[src/rtl/cpu_pkg.sv]
// Shared CPU datapath constants: write-size encodings and link-register defaults.
// Imported by the register file and by the sub-word extension block.
package cpu_pkg;

    typedef enum logic [1:0] {
        SZ_BYTE = 2'b00,
        SZ_HALF = 2'b01,
        SZ_WORD = 2'b10
    } wr_size_e;

    localparam int LINK_OFS         = 4;
    localparam int LINK_REG_DEFAULT = 31;

endpackage

[src/rtl/regfile_bypass_if.sv]
// Register-file port bundle: two read ports, the general and link write ports,
// and the issue/scoreboard signals.
interface regfile_bypass_if #(
    parameter int DATA_W = 32,
    parameter int ADDR_W = 5,
    parameter int LANE_W = $clog2(DATA_W / 8)
);
    logic [ADDR_W-1:0] ra_addr;
    logic [ADDR_W-1:0] rb_addr;
    logic              ra_use;
    logic              rb_use;
    logic [DATA_W-1:0] ra_data;
    logic [DATA_W-1:0] rb_data;
    logic              wr_en;
    logic [ADDR_W-1:0] wr_addr;
    logic [DATA_W-1:0] wr_data;
    logic [1:0]        wr_size;
    logic [LANE_W-1:0] wr_lane;
    logic              wr_sext;
    logic              link_en;
    logic [DATA_W-1:0] link_pc;
    logic              iss_en;
    logic [ADDR_W-1:0] iss_addr;
    logic              ra_busy;
    logic              rb_busy;
    logic              stall;
    logic [ADDR_W:0]   busy_cnt;

    modport master (
        output ra_addr, rb_addr, ra_use, rb_use,
        output wr_en, wr_addr, wr_data, wr_size, wr_lane, wr_sext,
        output link_en, link_pc, iss_en, iss_addr,
        input  ra_data, rb_data, ra_busy, rb_busy, stall, busy_cnt
    );

    modport slave (
        input  ra_addr, rb_addr, ra_use, rb_use,
        input  wr_en, wr_addr, wr_data, wr_size, wr_lane, wr_sext,
        input  link_en, link_pc, iss_en, iss_addr,
        output ra_data, rb_data, ra_busy, rb_busy, stall, busy_cnt
    );

endinterface

[src/rtl/subword_ext.sv]
// Combinational sub-word extractor: picks a byte, half or full word out of raw
// data and sign- or zero-extends it. Shared with the memory stage.
module subword_ext
    import cpu_pkg::*;
#(
    parameter int DATA_W = 32,
    parameter int LANE_W = $clog2(DATA_W / 8)
) (
    input  logic [DATA_W-1:0] i_wr_data,
    input  logic [1:0]        i_wr_size,
    input  logic [LANE_W-1:0] i_wr_lane,
    input  logic              i_wr_sext,
    output logic [DATA_W-1:0] o_wval
);

    logic [7:0]  w_byte;
    logic [15:0] w_half;

    // Lane-to-bit offsets built by concatenation; a half ignores lane bit 0.
    assign w_byte = i_wr_data[{i_wr_lane, 3'b000} +: 8];
    assign w_half = i_wr_data[{i_wr_lane[LANE_W-1:1], 4'b0000} +: 16];

    // NOTE: every branch assigns o_wval, so no latch is inferred even though
    // the 2'b11 encoding has no named case item.
    always_comb begin
        case (i_wr_size)
            SZ_BYTE: o_wval = {{(DATA_W - 8){i_wr_sext & w_byte[7]}}, w_byte};
            SZ_HALF: o_wval = {{(DATA_W - 16){i_wr_sext & w_half[15]}}, w_half};
            default: o_wval = i_wr_data;
        endcase
    end

endmodule

[src/rtl/regfile_bypass.sv]
// Architectural register file with write-to-read bypass, a pc+4 link port and
// a per-register busy scoreboard that raises a load-use stall.
module regfile_bypass
    import cpu_pkg::*;
#(
    parameter int DATA_W   = 32,
    parameter int ADDR_W   = 5,
    parameter int LINK_REG = LINK_REG_DEFAULT,
    parameter bit ZERO_REG = 1'b1
) (
    input  logic            clk,
    input  logic            rst,
    regfile_bypass_if.slave rf
);

    localparam int                NREGS    = 2 ** ADDR_W;
    localparam int                LANE_W   = $clog2(DATA_W / 8);
    localparam logic [ADDR_W-1:0] LINK_IDX = ADDR_W'(LINK_REG);

    logic [DATA_W-1:0] r_regs [NREGS];
    logic [NREGS-1:0]  r_busy;
    logic [ADDR_W:0]   r_busy_cnt;

    logic [DATA_W-1:0] w_wval;
    logic [DATA_W-1:0] w_lval;
    logic              w_wr_ok;
    logic              w_link_ok;
    logic              w_ra_wr_hit;
    logic              w_ra_lk_hit;
    logic              w_rb_wr_hit;
    logic              w_rb_lk_hit;
    logic [NREGS-1:0]  w_busy_nxt;
    logic [ADDR_W:0]   w_cnt_nxt;

    subword_ext #(
        .DATA_W (DATA_W),
        .LANE_W (LANE_W)
    ) u_subword_ext (
        .i_wr_data (rf.wr_data),
        .i_wr_size (rf.wr_size),
        .i_wr_lane (rf.wr_lane),
        .i_wr_sext (rf.wr_sext),
        .o_wval    (w_wval)
    );

    assign w_lval    = rf.link_pc + DATA_W'(LINK_OFS);
    assign w_wr_ok   = rf.wr_en   & ~(ZERO_REG & (rf.wr_addr == '0));
    assign w_link_ok = rf.link_en & ~(ZERO_REG & (LINK_IDX == '0));

    assign w_ra_wr_hit = rf.wr_en   & (rf.wr_addr == rf.ra_addr);
    assign w_ra_lk_hit = rf.link_en & (rf.ra_addr == LINK_IDX);
    assign w_rb_wr_hit = rf.wr_en   & (rf.wr_addr == rf.rb_addr);
    assign w_rb_lk_hit = rf.link_en & (rf.rb_addr == LINK_IDX);

    always_comb begin
        if (ZERO_REG && rf.ra_addr == '0) rf.ra_data = '0;
        else if (w_ra_wr_hit)             rf.ra_data = w_wval;
        else if (w_ra_lk_hit)             rf.ra_data = w_lval;
        else                              rf.ra_data = r_regs[rf.ra_addr];
    end

    always_comb begin
        if (ZERO_REG && rf.rb_addr == '0) rf.rb_data = '0;
        else if (w_rb_wr_hit)             rf.rb_data = w_wval;
        else if (w_rb_lk_hit)             rf.rb_data = w_lval;
        else                              rf.rb_data = r_regs[rf.rb_addr];
    end

    // A register being written this cycle is already satisfied by the bypass.
    assign rf.ra_busy  = r_busy[rf.ra_addr] & ~(w_ra_wr_hit | w_ra_lk_hit);
    assign rf.rb_busy  = r_busy[rf.rb_addr] & ~(w_rb_wr_hit | w_rb_lk_hit);
    assign rf.stall    = (rf.ra_use & rf.ra_busy) | (rf.rb_use & rf.rb_busy);
    assign rf.busy_cnt = r_busy_cnt;

    // NOTE: blocking assignments inside always_comb so later statements see
    // earlier updates; the issue set comes last so a new producer wins.
    always_comb begin
        w_busy_nxt = r_busy;
        if (rf.wr_en)   w_busy_nxt[rf.wr_addr]  = 1'b0;
        if (rf.link_en) w_busy_nxt[LINK_IDX]    = 1'b0;
        if (rf.iss_en)  w_busy_nxt[rf.iss_addr] = 1'b1;
        if (ZERO_REG)   w_busy_nxt[0]           = 1'b0;
    end

    always_comb begin
        w_cnt_nxt = '0;
        for (int i = 0; i < NREGS; i++) begin
            w_cnt_nxt = w_cnt_nxt + (ADDR_W + 1)'(w_busy_nxt[i]);
        end
    end

    always_ff @(posedge clk or posedge rst) begin
        if (rst) begin
            r_busy     <= '0;
            r_busy_cnt <= '0;
        end else begin
            r_busy     <= w_busy_nxt;
            r_busy_cnt <= w_cnt_nxt;
        end
    end

    // NOTE: the array is flops, not RAM, because every register must read 0
    // straight after reset; the general write is placed after the link write
    // so the later non-blocking update wins on a LINK_REG collision.
    always_ff @(posedge clk or posedge rst) begin
        if (rst) begin
            for (int i = 0; i < NREGS; i++) r_regs[i] <= '0;
        end else begin
            if (w_link_ok) r_regs[LINK_IDX]   <= w_lval;
            if (w_wr_ok)   r_regs[rf.wr_addr] <= w_wval;
        end
    end

endmodule

[src/flat_wrapper.sv]
// flat-port wrapper written by rule: the top's interface ports become plain ports
module regfile_bypass_flat import cpu_pkg::*;
#(
    parameter int DATA_W   = 32,
    parameter int ADDR_W   = 5,
    parameter int LINK_REG = LINK_REG_DEFAULT,
    parameter bit ZERO_REG = 1'b1
)
  (clk, rst, rf_ra_addr, rf_rb_addr, rf_ra_use, rf_rb_use, rf_wr_en, rf_wr_addr, rf_wr_data, rf_wr_size, rf_wr_lane, rf_wr_sext, rf_link_en, rf_link_pc, rf_iss_en, rf_iss_addr, rf_ra_data, rf_rb_data, rf_ra_busy, rf_rb_busy, rf_stall, rf_busy_cnt);
  regfile_bypass_if #(.DATA_W(DATA_W), .ADDR_W(ADDR_W)) rf_i ();
  input  logic clk;
  input  logic rst;
  input wire logic [$bits(rf_i.ra_addr)-1:0] rf_ra_addr;
  input wire logic [$bits(rf_i.rb_addr)-1:0] rf_rb_addr;
  input wire logic [$bits(rf_i.ra_use)-1:0] rf_ra_use;
  input wire logic [$bits(rf_i.rb_use)-1:0] rf_rb_use;
  input wire logic [$bits(rf_i.wr_en)-1:0] rf_wr_en;
  input wire logic [$bits(rf_i.wr_addr)-1:0] rf_wr_addr;
  input wire logic [$bits(rf_i.wr_data)-1:0] rf_wr_data;
  input wire logic [$bits(rf_i.wr_size)-1:0] rf_wr_size;
  input wire logic [$bits(rf_i.wr_lane)-1:0] rf_wr_lane;
  input wire logic [$bits(rf_i.wr_sext)-1:0] rf_wr_sext;
  input wire logic [$bits(rf_i.link_en)-1:0] rf_link_en;
  input wire logic [$bits(rf_i.link_pc)-1:0] rf_link_pc;
  input wire logic [$bits(rf_i.iss_en)-1:0] rf_iss_en;
  input wire logic [$bits(rf_i.iss_addr)-1:0] rf_iss_addr;
  output wire logic [$bits(rf_i.ra_data)-1:0] rf_ra_data;
  output wire logic [$bits(rf_i.rb_data)-1:0] rf_rb_data;
  output wire logic [$bits(rf_i.ra_busy)-1:0] rf_ra_busy;
  output wire logic [$bits(rf_i.rb_busy)-1:0] rf_rb_busy;
  output wire logic [$bits(rf_i.stall)-1:0] rf_stall;
  output wire logic [$bits(rf_i.busy_cnt)-1:0] rf_busy_cnt;
  assign rf_i.ra_addr = rf_ra_addr;
  assign rf_i.rb_addr = rf_rb_addr;
  assign rf_i.ra_use = rf_ra_use;
  assign rf_i.rb_use = rf_rb_use;
  assign rf_i.wr_en = rf_wr_en;
  assign rf_i.wr_addr = rf_wr_addr;
  assign rf_i.wr_data = rf_wr_data;
  assign rf_i.wr_size = rf_wr_size;
  assign rf_i.wr_lane = rf_wr_lane;
  assign rf_i.wr_sext = rf_wr_sext;
  assign rf_i.link_en = rf_link_en;
  assign rf_i.link_pc = rf_link_pc;
  assign rf_i.iss_en = rf_iss_en;
  assign rf_i.iss_addr = rf_iss_addr;
  assign rf_ra_data = rf_i.ra_data;
  assign rf_rb_data = rf_i.rb_data;
  assign rf_ra_busy = rf_i.ra_busy;
  assign rf_rb_busy = rf_i.rb_busy;
  assign rf_stall = rf_i.stall;
  assign rf_busy_cnt = rf_i.busy_cnt;
  regfile_bypass #(.DATA_W(DATA_W), .ADDR_W(ADDR_W), .LINK_REG(LINK_REG), .ZERO_REG(ZERO_REG)) u_core (.clk(clk), .rst(rst), .rf(rf_i));
endmodule
[config.mk]
export PLATFORM = sky130hd
export DESIGN_NAME = regfile_bypass_flat
export DESIGN_NICKNAME = d
export VERILOG_FILES = /design/src/rtl/cpu_pkg.sv /design/src/rtl/regfile_bypass_if.sv /design/src/rtl/subword_ext.sv /design/src/rtl/regfile_bypass.sv /design/src/flat_wrapper.sv
export SDC_FILE = /design/constraint.sdc
export NUM_CORES = 2
export LEC_CHECK = 0
export BUFFER_PORTS_ARGS = -buffer_cell sky130_fd_sc_hd__buf_4
export CAP_MARGIN = 15
export CORE_ASPECT_RATIO = 0.9
export CORE_UTILIZATION = 30
export CTS_BUF_LIST = sky130_fd_sc_hd__clkbuf_2 sky130_fd_sc_hd__clkbuf_4 sky130_fd_sc_hd__clkbuf_8
export DETAILED_ROUTE_END_ITERATION = 7
export PLACE_DENSITY = 0.51
export SLEW_MARGIN = 5
export SYNTH_ARGS = -nofsm -noshare
export SYNTH_HDL_FRONTEND = slang
export SYNTH_HIERARCHICAL = 1
export SYNTH_SLANG_ARGS = --single-unit
[constraint.sdc]
create_clock -name clk -period 45.3 [get_ports clk]
set_input_delay 6.795 -clock clk [delete_from_list [all_inputs] [get_ports clk]]
set_output_delay 6.795 -clock clk [all_outputs]
set_load 0.05 [all_outputs]
**Yosys cells after proc, flatten, opt, wreduce, memory -nomap -nowiden**

Cells that the tools add are included.

- Register bits after elaboration: 1,061
- Input bits: 96
- Output and inout port bits: 73
- Word-level logic and storage cells: 141

- Add/subtract/negate cells: 31
- Magnitude comparators: 10
- Equal/unequal tests: 5
- Shift operators: 2
- Muxes and demuxes: 29
- Bitwise logic cells: 23
- Reductions and logical operators: 7

Operator list:

| kind | count |
|---|---|
| $bwmux W1024 | 1 |
| $mux W32 | 15 |
| $bmux W32 S5 | 2 |
| $add A6 B1 Y6 | 29 |
| $demux W32 S5 | 1 |
| $pmux W32 S2 | 1 |
| $add A32 B3 Y32 const B | 1 |
| $and A32 B32 Y32 | 1 |
| $not A32 Y32 | 1 |
| $or A32 B32 Y32 | 1 |
| $shiftx A32 B6 Y16 | 1 |
| $shiftx A32 B6 Y8 | 1 |
| $lt A5 B6 Y1 const B | 4 |
| $ge A6 B6 Y1 const B | 3 |
| $not A5 Y6 | 3 |
| $logic_not A5 Y1 | 3 |
| $and A1 B1 Y1 | 11 |
| $bmux W1 S5 | 2 |
| $demux W1 S5 | 2 |
| $eq A5 B5 Y1 | 2 |
| $eq A5 B5 Y1 const B | 2 |
| $ge A5 B1 Y1 const B | 2 |
| $lt A6 B1 Y1 const B | 1 |
| $mux W1 | 5 |
| 6 further kinds | 12 |

**Logic depth before layout (Yosys ltp)**

- Depth after elaboration: 40
- Mapped depth: 23
- Mapped depth without buffers: 20

**By module**

The synthesis kept the hierarchy.

By module, submodules not included:

| module | instances | cells an instance | area each (um2) | seq. area each (um2) |
|---|---|---|---|---|
| regfile_bypass | 1 | 4,323 | 60,294.1 | 26,550.5 |
| subword_ext | 1 | 117 | 724.4 | 0.0 |

**Worst setup path before layout**

OpenSTA, ideal clock, no wires.

- Path kind: input to output
- Start point: in rf_wr_size[1]
- End point: out rf_ra_data[19]
- Data arrival time: 9.860 ns
- Required time: 38.505 ns
- Slack: 28.645 ns
- Stages on the path: 9
- Path buffers: 2
- Cell sequence: buf_4 nor3_1 a22oi_2 and2_1 buf_6 a21oi_1 nor2_1 a31o_2 a2111oi_1

- Word-level cells in the longest chain between the ends: 4
- Elaborated cells between the ends (all ways): 5
- Classes of those cells: eq/ne (1); mux (3); reduce/logical (1)

Ends and longest elaborated chain:

| element | RTL line | text |
|---|---|---|
| start: declaration | flat_wrapper.sv:20 | `input wire logic [$bits(rf_i.wr_size)-1:0] rf_wr_size;` |
| $eq A2 B1 Y1 / $logic_not A2 Y1 (equally long branches) | subword_ext.sv:26 | `case (i_wr_size)` |
| $pmux W32 S2 * | subword_ext.sv:26 |  |
| via u_core.w_wval[19] | regfile_bypass.sv:24 | `logic [DATA_W-1:0] w_wval;` |
| $mux W32 * | regfile_bypass.sv:57 | `else if (w_ra_wr_hit) rf.ra_data = w_wval;` |
| $mux W32 * | regfile_bypass.sv:56 | `if (ZERO_REG && rf.ra_addr == '0) rf.ra_data = '0;` |
| end: declaration | flat_wrapper.sv:27 | `output wire logic [$bits(rf_i.ra_data)-1:0] rf_ra_data;` |

The timed path passes the listed nets; every way through them passes the cells marked *.

**Worst setup path after layout**

- Start point: in rf_rb_addr[0]
- End point: out rf_rb_data[20]

- Word-level cells in the longest chain between the ends: 7
- Elaborated cells between the ends (all ways): 12
- Classes of those cells: eq/ne (2); mux (6); bitwise (3); reduce/logical (1)

Ends and longest elaborated chain:

| element | RTL line | text |
|---|---|---|
| start: declaration | flat_wrapper.sv:14 | `input wire logic [$bits(rf_i.rb_addr)-1:0] rf_rb_addr;` |
| $not A5 Y6 (not written as such) | regfile_bypass.sv:66 | `else rf.rb_data = r_regs[rf.rb_addr];` |
| $bmux W32 S5 | regfile_bypass.sv:66 |  |
| $mux W32 (not written as such) (2 in a row) | regfile_bypass.sv:66 |  |
| $mux W32 | regfile_bypass.sv:65 | `else if (w_rb_lk_hit) rf.rb_data = w_lval;` |
| $mux W32 | regfile_bypass.sv:64 | `else if (w_rb_wr_hit) rf.rb_data = w_wval;` |
| $mux W32 * | regfile_bypass.sv:63 | `if (ZERO_REG && rf.rb_addr == '0) rf.rb_data = '0;` |
| end: declaration | flat_wrapper.sv:28 | `output wire logic [$bits(rf_i.rb_data)-1:0] rf_rb_data;` |

Mark *: on every way between the ends. The rest lies on a longest branch, timed or not. The select of a mux whose other input is x is not followed.

==> results.md <==
* Mapped Cells at 4440
* Share of power burned in the clock network at 31.1%
* Cell Rows at 156
* Clk Latency, worst-skew pair at 0.95 ns
* Starting Density at 30.3%
* 1st-iter DRT viols at 4426
* Worst path cell trace: buf_8, buf_4, buf_4, xnor2_1, and3_1, buf_4, nor2_4, a211oi_1, buf_4
* Fraction of layout cells with a size suffix above 1 at a little under half
* Post-layout min period at 17.81 ns
* Pre-antenna DRT Iters at 5
* Synth unique cells at slightly below 90
* Critical Path End Type: primary output
* Crit path max fanout at 38
* Post-CTS Hold Fix Bufs at 0
* Worst path slowest cell: a211oi_1
* Static leakage at roughly 30 nW
* Bufs and invs on worst path at 5
* CTS Sinks at ~1.1k
* HPWL after DPL at around 140 mm
* Yosys Warn Count at 6
* Placed Cells at 6964
* Power density over the cells at 46.6 mW/mm²
* Final hold slack at 0.390 ns
* Number of synthesized flops with an enable pin at 0
* First-pass GRT wire length at 336 mm
* Period Utilization, post-route at 39.3%
* Total Wirelength at 237 mm
* Critical path startpoint category: input pin
* Final GP Congestion at 0.842
* Setup Skew at 0.0123 ns
* Critical path's top delay family: buffers and inverters
* Psw at just over 1 mW
* Placement-stage cell area at between 0.06 and 0.07 mm²
* Area of the multi-input gates at roughly 0.032 mm²
* Synth cell count leaders: dfrtp_1 (1061), mux2_2 (985), mux4_2 (370), mux2i_1 (271), clkbuf_1 (194)
* CP Data Required Time at roughly 39 ns
* Initial antenna violation count at 15
* Cell with the most instances after synthesis: dfrtp_1
* CP Class: input pin to primary output
* Sw Share at 32.4%
* Outcome: finished, final reports clean
* Dpl ws at between 20 and 30 ns
* Worst Max-Slew Pin Slew at 1.21 ns
* Worst hold path type: register to register
* Final ANT Viol Nets at 0
* Worst slew margin at 19.3%
* CTS root buf: clkbuf_8
* Seq pwr share at 39.2%
* Vias in the first global route at 43.0k
* Post-synth top area share at 43.5%
* Final instance area at roughly 0.07 mm²
* Clk slew on worst S/H paths at 0.05 ns
* Crit path DAT at about 11 ns
* Fmax at ~56 MHz
* Core Box Area at between 0.2 and 0.25 mm²
* Avg Cell Area, Syn at 13.7 µm²
* Max clock buf depth at 3
* Sequential area share after synthesis at 43.5%
* Setup repair bufs after CTS at 0
* Finished Core Util at 34.0%
* Max-cap violations at 0
* Area Growth Syn to Fin at 12.3%
* CTS tree: done
* Syn nets at 4567
* Die ar. at 0.205 mm²
* Ports at 169
* P_int at about 2.2 mW
* Clock buffer count from CTS at about 190
* RSZ-0062 raised after global routing: false
* CP max stage delay at 1.07 ns
* # nets final at 4597
* Post-synth design cell area at 0.0610 mm²
* Post-CTS Resized at 0
* Final Slew Violations at 0
* PnR worst setup slack at 27.49 ns
* Tot GR Track Use at 22.9%
* Synth area leader: dfrtp_1
* Main area contributors after synthesis: dfrtp_1 (44%), mux2_2 (18%), mux4_2 (14%)
* Cell mode on critical path: buf_4
* Die Ht at roughly 430 µm
* DR vias/cell at 5.79
* Final setup fails at 0
* Async S/R FF share, synth at 100%
* Total Power at 3.19 mW
* H-tree depth at 4
* # port buffers at 168
* Via count at 42.3k
* DRC viols at 0
* R2R setup slack at 40.15 ns
* Most used DFF post-synth: dfrtp_1
* Largest net degree at the start of global routing at 122
* Wire per inst at between 30 and 40 µm
* Maximum vdd drop at 0.0000752 V
* Sequential cell area at 0.0266 mm²
* Comb pwr share at 29.6%
* Non-filler cells in the finished layout at 7311
* Die width at 477 µm
* Setup_tns at 0 ns
* Seq cells post-synth at 1061
* Grt ovf at 0
* Hold Vio Cnt, Final at 0
* Fill count at around 20k
## worst register-to-register path, cell delays in order (launching register included)
cell and delay, ns:
dfrtp_1 0.42, a22oi_1 0.31, fa_1 0.48, fa_1 0.51
inv_1 0.05, fa_1 0.50, fa_1 0.58, fa_1 0.46
fa_1 0.50, fa_1 0.44, inv_1 0.10, fa_1 0.20
inv_1 0.05, a21o_1 0.16, a21oi_1 0.16, xnor2_1 0.14
## per-layer routing
layer	track usage, %	up-vias	wire length (µm)
met2	36.9	1903	112000
met4	9.22	4	10000
met3	4.90	482	17300
li1	-	17100	-
met1	29.7	22800	97400
met5	0	-	27
## kinds of logic after synthesis
family | Yosys count | synth area share, %
XOR/XNOR | 41 | 0.589
AO/OA/AOI/OAI | 607 | 6.82
flip-flops | 1061 | 43.5
adder cells (fa/ha/maj) | 31 | 0.919
AND/OR/NAND/NOR | 474 | 4.06
multiplexers | 1694 | 39.2
buffers and inverters | 532 | 4.92
## cells in the final DEF (no fill, tap or decap), types with 18 or more instances in the layout
cell type	synthesis	layout
dfrtp_1	1061	1061
mux2_2	985	985
mux4_2	370	370
buf_4	56	304
mux2i_1	271	271
clkbuf_8	1	253
nand2_1	153	137
o21ai_0	116	109
a211oi_1	100	100
a21oi_1	112	98
nor2_1	82	72
mux4_1	67	67
a22oi_1	63	63
clkbuf_4	3	54
inv_1	54	53
nor2b_1	52	50
o221ai_1	40	40
o22ai_1	32	32
nand3_1	33	31
xor2_1	27	27
a22o_1	26	26
a21oi_2	10	24
fa_1	23	23
nand4_1	20	20
nor3_1	19	19
a21o_1	18	18
## flip-flops by register name (all words and copies together), names as in the netlist
| signal | cells |
|---|---|
| u_core/r_busy | 31 |
| u_core/r_regs | 1024 |
| u_core/rf.busy_cnt | 6 |
## worst paths after layout
kind                       cells past startpoint                 from               endpoint
setup reg to reg                              15    u_core/r_busy[20]  u_core/rf.busy_cnt[4]
setup / recovery                               9        rf_rb_addr[0]         rf_rb_data[20]
hold reg to reg                                0  u_core/r_regs[1021]    u_core/r_regs[1021]
min in group asynchronous                      2                  rst     u_core/r_regs[693]
max in group asynchronous                      7                  rst     u_core/r_regs[939]
hold / removal                                 0  u_core/r_regs[1021]    u_core/r_regs[1021]
## cell type report
type | instances | share of cell area (%)
multi-input combinational | 2847 | 46.3
inverter | 55 | 0.312
timing repair buffer | 316 | 3.61
sequential | 1061 | 38.7
clock buffer | 307 | 5.67
tap | 2686 | 4.90
antenna | 9 | 0.0329
clock inverter | 30 | 0.402
## power by group through the flow
stage / combinational [mW] / clock (mW) / sequential [mW]
after global routing: 1.04 / 1.06 / 1.27
after global placement: 0.942 / 0 / 1.25
after CTS: 0.957 / 1.01 / 1.25
final: 0.946 / 0.993 / 1.25
after floorplan: 0.721 / 0 / 1.23
after detailed placement: 0.955 / 0 / 1.26
No activity file was read; power rests on OpenSTA's default activity.
